**src/rtl/measure_pkg.sv**
```systemverilog
// Shared state encoding and default window lengths for the measurement sequencer.
`timescale 1ns/1ps
package measure_pkg;

    typedef enum logic [2:0] {
        ST_IDLE,
        ST_SETTLE,
        ST_AMP,
        ST_CLASSIFY,
        ST_FREQ,
        ST_MA,
        ST_REPORT
    } state_t;

    localparam int unsigned DEF_SETTLE_SAMPLES = 64;
    localparam int unsigned DEF_AMP_SAMPLES    = 128;
    localparam int unsigned DEF_GATE_SAMPLES   = 200;
    localparam int unsigned DEF_MA_SAMPLES     = 256;
    localparam int unsigned DEF_CNT_W          = 16;
    localparam int unsigned DEF_VPP_W          = 8;

    function automatic int unsigned max_u(input int unsigned a, input int unsigned b);
        return (a > b) ? a : b;
    endfunction

endpackage

```
**src/rtl/edge_gate_counter.sv**
```systemverilog
// Rising-edge detector on the sample strobe with a saturating, clearable edge counter.
`timescale 1ns/1ps
module edge_gate_counter #(
    parameter int unsigned CNT_W = 16
) (
    input  logic             i_clk,
    input  logic             i_rst_n,
    input  logic             i_clr,
    input  logic             i_load,
    input  logic             i_sample_en,
    input  logic             i_count_en,
    input  logic             i_sig,
    output logic [CNT_W-1:0] o_count_next
);

    logic             r_prev;
    logic [CNT_W-1:0] r_count;
    logic             w_rise;

    assign w_rise = i_count_en && i_sample_en && !r_prev && i_sig;

    // Exposes the post-clock count so the result can be latched on the same edge as the last strobe.
    always_comb begin
        o_count_next = r_count;
        if (i_clr) begin
            o_count_next = '0;
        end else if (w_rise && (r_count != '1)) begin
            o_count_next = r_count + 1'b1;
        end
    end

    always_ff @(posedge i_clk or negedge i_rst_n) begin
        if (!i_rst_n) begin
            r_prev  <= 1'b0;
            r_count <= '0;
        end else begin
            r_count <= o_count_next;
            if (i_load || i_sample_en) begin
                r_prev <= i_sig;
            end
        end
    end

endmodule

```
**src/rtl/measure_scheduler.sv**
```systemverilog
// Sequences settle/amplitude/classify/frequency/MA phases and presents one latched result set.
`timescale 1ns/1ps
module measure_scheduler
    import measure_pkg::*;
#(
    parameter int unsigned SETTLE_SAMPLES = DEF_SETTLE_SAMPLES,
    parameter int unsigned AMP_SAMPLES    = DEF_AMP_SAMPLES,
    parameter int unsigned GATE_SAMPLES   = DEF_GATE_SAMPLES,
    parameter int unsigned MA_SAMPLES     = DEF_MA_SAMPLES,
    parameter int unsigned CNT_W          = DEF_CNT_W,
    parameter int unsigned VPP_W          = DEF_VPP_W
) (
    input  logic             clk,
    input  logic             rst_n,
    input  logic             sample_en,
    input  logic             start,
    input  logic             auto_run,
    input  logic             abort,
    input  logic             ma_measure_enable,
    input  logic             signal_rectified,
    input  logic             is_sine_wave,
    input  logic [VPP_W-1:0] vpp_in,
    output logic             stage_clr,
    output logic             amp_en,
    output logic             freq_gate,
    output logic             ma_en,
    output logic             busy,
    output logic             result_valid,
    input  logic             result_ready,
    output logic [CNT_W-1:0] res_edges,
    output logic             res_sine,
    output logic [VPP_W-1:0] res_vpp,
    output logic             res_ma_done
);

    localparam int unsigned MAX_WIN = max_u(max_u(SETTLE_SAMPLES, AMP_SAMPLES),
                                            max_u(GATE_SAMPLES, MA_SAMPLES));
    // Window counter is CNT_W wide, widened only if a window length would not fit.
    localparam int unsigned WIN_W = max_u(CNT_W, $clog2(MAX_WIN));

    localparam logic [WIN_W-1:0] SETTLE_LAST = WIN_W'(SETTLE_SAMPLES - 1);
    localparam logic [WIN_W-1:0] AMP_LAST    = WIN_W'(AMP_SAMPLES - 1);
    localparam logic [WIN_W-1:0] GATE_LAST   = WIN_W'(GATE_SAMPLES - 1);
    localparam logic [WIN_W-1:0] MA_LAST     = WIN_W'(MA_SAMPLES - 1);

    state_t           r_state;
    state_t           w_state_next;
    logic [WIN_W-1:0] r_win_cnt;
    logic             w_win_last;
    logic             w_win_done;
    logic             w_counting;
    logic             w_restart;
    logic             w_freq_entry;
    logic [CNT_W-1:0] w_edges_next;

    logic             r_stage_clr;
    logic             r_amp_en;
    logic             r_freq_gate;
    logic             r_ma_en;
    logic             r_busy;
    logic             r_result_valid;
    logic [CNT_W-1:0] r_res_edges;
    logic             r_res_sine;
    logic [VPP_W-1:0] r_res_vpp;
    logic             r_res_ma_done;

    assign w_counting = (r_state == ST_SETTLE) || (r_state == ST_AMP) ||
                        (r_state == ST_FREQ)   || (r_state == ST_MA);

    always_comb begin
        w_win_last = 1'b0;
        case (r_state)
            ST_SETTLE: w_win_last = (r_win_cnt == SETTLE_LAST);
            ST_AMP:    w_win_last = (r_win_cnt == AMP_LAST);
            ST_FREQ:   w_win_last = (r_win_cnt == GATE_LAST);
            ST_MA:     w_win_last = (r_win_cnt == MA_LAST);
            default:   w_win_last = 1'b0;
        endcase
    end

    assign w_win_done = sample_en && w_win_last;

    always_comb begin
        w_state_next = r_state;
        if (abort) begin
            w_state_next = ST_IDLE;
        end else begin
            case (r_state)
                ST_IDLE:     if (start) w_state_next = ST_SETTLE;
                ST_SETTLE:   if (w_win_done) w_state_next = ST_AMP;
                ST_AMP:      if (w_win_done) w_state_next = ST_CLASSIFY;
                ST_CLASSIFY: w_state_next = ST_FREQ;
                ST_FREQ:     if (w_win_done) w_state_next = (r_res_sine && ma_measure_enable) ? ST_MA : ST_REPORT;
                ST_MA:       if (w_win_done) w_state_next = ST_REPORT;
                ST_REPORT:   if (r_result_valid && result_ready) w_state_next = auto_run ? ST_SETTLE : ST_IDLE;
                default:     w_state_next = ST_IDLE;
            endcase
        end
    end

    assign w_restart    = (w_state_next == ST_SETTLE) && (r_state != ST_SETTLE);
    assign w_freq_entry = (w_state_next == ST_FREQ) && (r_state != ST_FREQ);

    edge_gate_counter #(
        .CNT_W (CNT_W)
    ) u_edge_gate_counter (
        .i_clk        (clk),
        .i_rst_n      (rst_n),
        .i_clr        (w_restart),
        .i_load       (w_freq_entry),
        .i_sample_en  (sample_en),
        .i_count_en   (r_state == ST_FREQ),
        .i_sig        (signal_rectified),
        .o_count_next (w_edges_next)
    );

    // Outputs are registered from the next state so they line up with r_state.
    always_ff @(posedge clk or negedge rst_n) begin
        if (!rst_n) begin
            r_state        <= ST_IDLE;
            r_win_cnt      <= '0;
            r_stage_clr    <= 1'b0;
            r_amp_en       <= 1'b0;
            r_freq_gate    <= 1'b0;
            r_ma_en        <= 1'b0;
            r_busy         <= 1'b0;
            r_result_valid <= 1'b0;
            r_res_edges    <= '0;
            r_res_sine     <= 1'b0;
            r_res_vpp      <= '0;
            r_res_ma_done  <= 1'b0;
        end else begin
            r_state <= w_state_next;
            if (w_state_next != r_state) begin
                r_win_cnt <= '0;
            end else if (w_counting && sample_en) begin
                r_win_cnt <= r_win_cnt + 1'b1;
            end
            r_stage_clr    <= w_restart;
            r_amp_en       <= (w_state_next == ST_AMP);
            r_freq_gate    <= (w_state_next == ST_FREQ);
            r_ma_en        <= (w_state_next == ST_MA);
            r_busy         <= (w_state_next != ST_IDLE);
            r_result_valid <= (w_state_next == ST_REPORT);
            if ((r_state == ST_CLASSIFY) && (w_state_next == ST_FREQ)) begin
                r_res_sine <= is_sine_wave;
                r_res_vpp  <= vpp_in;
            end
            if ((w_state_next == ST_REPORT) && (r_state != ST_REPORT)) begin
                r_res_edges   <= w_edges_next;
                r_res_ma_done <= (r_state == ST_MA);
            end
        end
    end

    assign stage_clr    = r_stage_clr;
    assign amp_en       = r_amp_en;
    assign freq_gate    = r_freq_gate;
    assign ma_en        = r_ma_en;
    assign busy         = r_busy;
    assign result_valid = r_result_valid;
    assign res_edges    = r_res_edges;
    assign res_sine     = r_res_sine;
    assign res_vpp      = r_res_vpp;
    assign res_ma_done  = r_res_ma_done;

endmodule

```
**config.mk**
```make
export PLATFORM = sky130hd
export DESIGN_NAME = measure_scheduler
export DESIGN_NICKNAME = d
export VERILOG_FILES = /design/src/rtl/measure_pkg.sv /design/src/rtl/edge_gate_counter.sv /design/src/rtl/measure_scheduler.sv
export SDC_FILE = /design/constraint.sdc
export NUM_CORES = 1
export LEC_CHECK = 0
export ABC_AREA = 0
export BUFFER_PORTS_ARGS = -buffer_cell sky130_fd_sc_hd__buf_2
export CORE_MARGIN = 1
export CORE_UTILIZATION = 51
export DETAILED_ROUTE_END_ITERATION = 12
export GPL_TIMING_DRIVEN = 0
export PLACE_DENSITY = 0.75
export SLEW_MARGIN = 10
export SYNTH_ARGS = -nofsm -noshare
export SYNTH_HDL_FRONTEND = slang
export SYNTH_HIERARCHICAL = 1
export SYNTH_SLANG_ARGS = --single-unit
```
**constraint.sdc**
```tcl
create_clock -name clk -period 2.2 [get_ports clk]
set_clock_uncertainty 0.05 [all_clocks]
set_input_delay 0.44 -clock clk [delete_from_list [all_inputs] [get_ports clk]]
set_output_delay 0.44 -clock clk [all_outputs]
set_load 0.005 [all_outputs]
```
==> results.md <==
- Post-layout instance area: 4480 um^2
- Top-area cell type share of the netlist area: 49.3%
- Die X: 84.3 um
- Diodes inserted: 0
- Synth top area cells: dfrtp_1 49%, mux2_2 5.9%, mux2_4 4.3%
- First-pass GRT wire length: 13.5 mm
- PD cells: 612 nW/um^2
- Slew HR: 58.3%
- Netlist cell types: 58
- Post-route DRC violation count: 4
- Slew at the pin with the worst max-slew slack: 0.620 ns
- Gpl congestion: 0.879
- Data required time at the worst endpoint: 2.38 ns
- Ys Warns: 6
- Post-synth design cell area: 3450 um^2
- Die area: 7100 um^2
- Syn-to-layout area delta: 29.6%
- Via count: 2764
- Setup WS pre-CTS: -0.535 ns
- Clock tree buffer depth: 2
- Nets: 416
- Largest area contributor in the netlist: dfrtp_1
- Pin count of the biggest net entering global routing: 50
- Tmin final: 2.29 ns
- Placed inst area: 3840 um^2
- Starting DRT DRC Count: 99
- Drt pass-1 iters: 8
- CTS tree: done
- WS Path Type: flop to flop
- PnR worst setup slack: -0.0895 ns
- CP Cell Sequence: buf_6, nor3b_4, and4b_2, nand3_4, nor4_4, mux2_4, mux2_2
- Worst IR Drop VDD: 0.325 mV
- Ys flop type: dfrtp_1
- Vias per Instance: 5.78
- Core region area: 6460 um^2
- Status: complete, but fails checks
- Vias in the first global route: 2828
- Std-Cell Rows: 29
- CTS Buf Count: 9
- I/O pin count: 50
- Clock-pin transition on the worst setup and hold timing paths: 0.08 ns
- Syn_nets: 332
- Worst path arrival time: 2.47 ns
- Total GRT Usage: 24.2%
- Seq/Total Area, Yosys: 49.3%
- Max-slew violations: 0
- FFs w/ async S/R, synth: 100%
- Synth Register Bits: 68
- Max_cap viols: 0
- Die Ht: 84.3 um
- Syn_area_per_cell: 11.1 um^2
- Starting density of the core: 53.5%
- Final hold violations: 0
- CTS root buffer: clkbuf_8
- F_max: 437 MHz
- RSZ-0062 raised after global routing: yes
- Fin crit share: 104%
- Violated checks: DRC, setup timing
- Lkg Pwr: 2.08 nW
- H-Tree Depth: 3
- Post-Route Setup TNS: -0.989 ns
- Fraction of layout cells with a size suffix above 1: 39.7%
- Hpwl dp: 5.04 mm
- Slowest CP cell: dfrtp_1
- Grt ovf: 0
- Crit start category: flop
- DR WL/cell: 16.6 um
- Clk Latency, worst-skew pair: 0.34 ns
- IO Port Bufs: 49
- Number of synthesized flops with an enable pin: 0
- Initial antenna violation count: 0
- CP endpoint kind: flop
- Worst stage delay on the critical path: 0.39 ns
- Post-route ant nets: 0
- Worst hold path type: input pin to flop
- Crit path max fanout: 9
- CTS sink cnt: 68
- Mapped Cells: 312
- Final setup fails: 22
- R2R setup slack: -0.09 ns
- Drt total wl: 7.96 mm
[logic make-up after synthesis]
| group | synth area share (%) |
|---|---|
| adder cells (fa/ha/maj) | 0.725 |
| buffers and inverters | 2.79 |
| multiplexers | 10.5 |
| XOR/XNOR | 4.06 |
| AND/OR/NAND/NOR | 21.7 |
| flip-flops | 49.3 |
| AO/OA/AOI/OAI | 10.9 |
[flip-flops by register name, indices dropped and copies added (netlist names)]
| register | flops |
|---|---|
| ma_en | 1 |
| res_edges | 16 |
| u_edge_gate_counter/r_count | 16 |
| busy | 1 |
| freq_gate | 1 |
| r_state | 3 |
| u_edge_gate_counter/r_prev | 1 |
| res_ma_done | 1 |
| amp_en | 1 |
| res_sine | 1 |
| res_vpp | 8 |
| r_win_cnt | 16 |
| result_valid | 1 |
| stage_clr | 1 |
[cell type report]
type	count	area, um^2
fill	483	1980
multi-input combinational	225	1830
sequential	68	1700
timing repair buffer	75	480
clock buffer	11	141
clock inverter	5	108
tap	77	96.3
buffer	10	88.8
inverter	7	26.3
[synthesized netlist by cell type, types with 3 or more instances]
master and number:
dfrtp_1 68, mux2_4 10, xnor2_1 8, nor3_1 5, nand4_1 6, o31ai_1 9, nor4_1 5, and2_1 5
nand2_1 14, a21oi_1 20, nor2_1 26, nand3_1 16, clkbuf_1 6, mux2_2 18, inv_1 7, xor2_1 8
and4_1 3, or3_1 4, and3_1 7, o21ai_0 8, or4_1 11, buf_6 3
[stage by stage]
step | hold slack [ns] | instances | utilization, % | total power [mW]
finish | 0.276 | 478 | 69.3 | 2.74
global route | 0.264 | 478 | 69.3 | 2.85
CTS | 0.261 | 465 | 66.7 | 2.76
detailed placement | 0.293 | 439 | 59.5 | 1.47
global placement | 0.437 | 438 | 59.0 | 1.46
floorplan | 0.0944 | 312 | - | 1.39
[critical path, delay by kind of cell (launching register included)]
family / cells / cell delay, ns
buffers and inverters: 1 / 0.14
muxes: 2 / 0.59
DFF: 1 / 0.39
and+or+nand+nor: 4 / 1.01
[final timing paths]
path                       cells after the start                             end          from
max in group asynchronous                      3                    res_edges[3]         rst_n
hold reg to reg                                1                    res_edges[0]  res_edges[0]
setup / recovery                               7                   res_edges[13]    r_state[1]
min in group asynchronous                      2  u_edge_gate_counter/r_count[5]         rst_n
hold / removal                                 2                      res_vpp[2]     vpp_in[2]
setup reg to reg                               7                   res_edges[13]    r_state[1]
[routing by layer]
metal  part of all wire, %  vias up  track usage [%]
met4                   1.5        0             10.8
met3                   2.9       10             4.03
met5                     0        -                0
li1                      -     1337                -
met2                    52       53             40.6
met1                    43     1364             31.1
[report_power, final]
group	leakage, nW	internal, mW	switching, mW
logic	1.02	0.0755	0.0935
registers	0.935	1.28	0.0212
clock network	0.124	0.791	0.481
[cell usage in the layout (no fill, tap or decap), types with 10 or more instances in the layout]
cell type,instances
nor2_1,26
nand2_1,14
a21oi_1,15
mux2_2,13
dfrtp_1,67
buf_2,48
mux2_4,15
nand3_1,15
buf_4,22
clkbuf_8,10
[what timing repair did]
item | 4_1_cts | 5_1_grt
endpoints found under the hold margin | 19 | 0
hold buffers | 1 | 0
resized for setup | 31 | 21
setup endpoints to repair | 60 | 57
pin swaps | 8 | 9
gates cloned | 1 | 0
buffers inserted | 10 | 13
No activity file was read; power rests on OpenSTA's default activity.
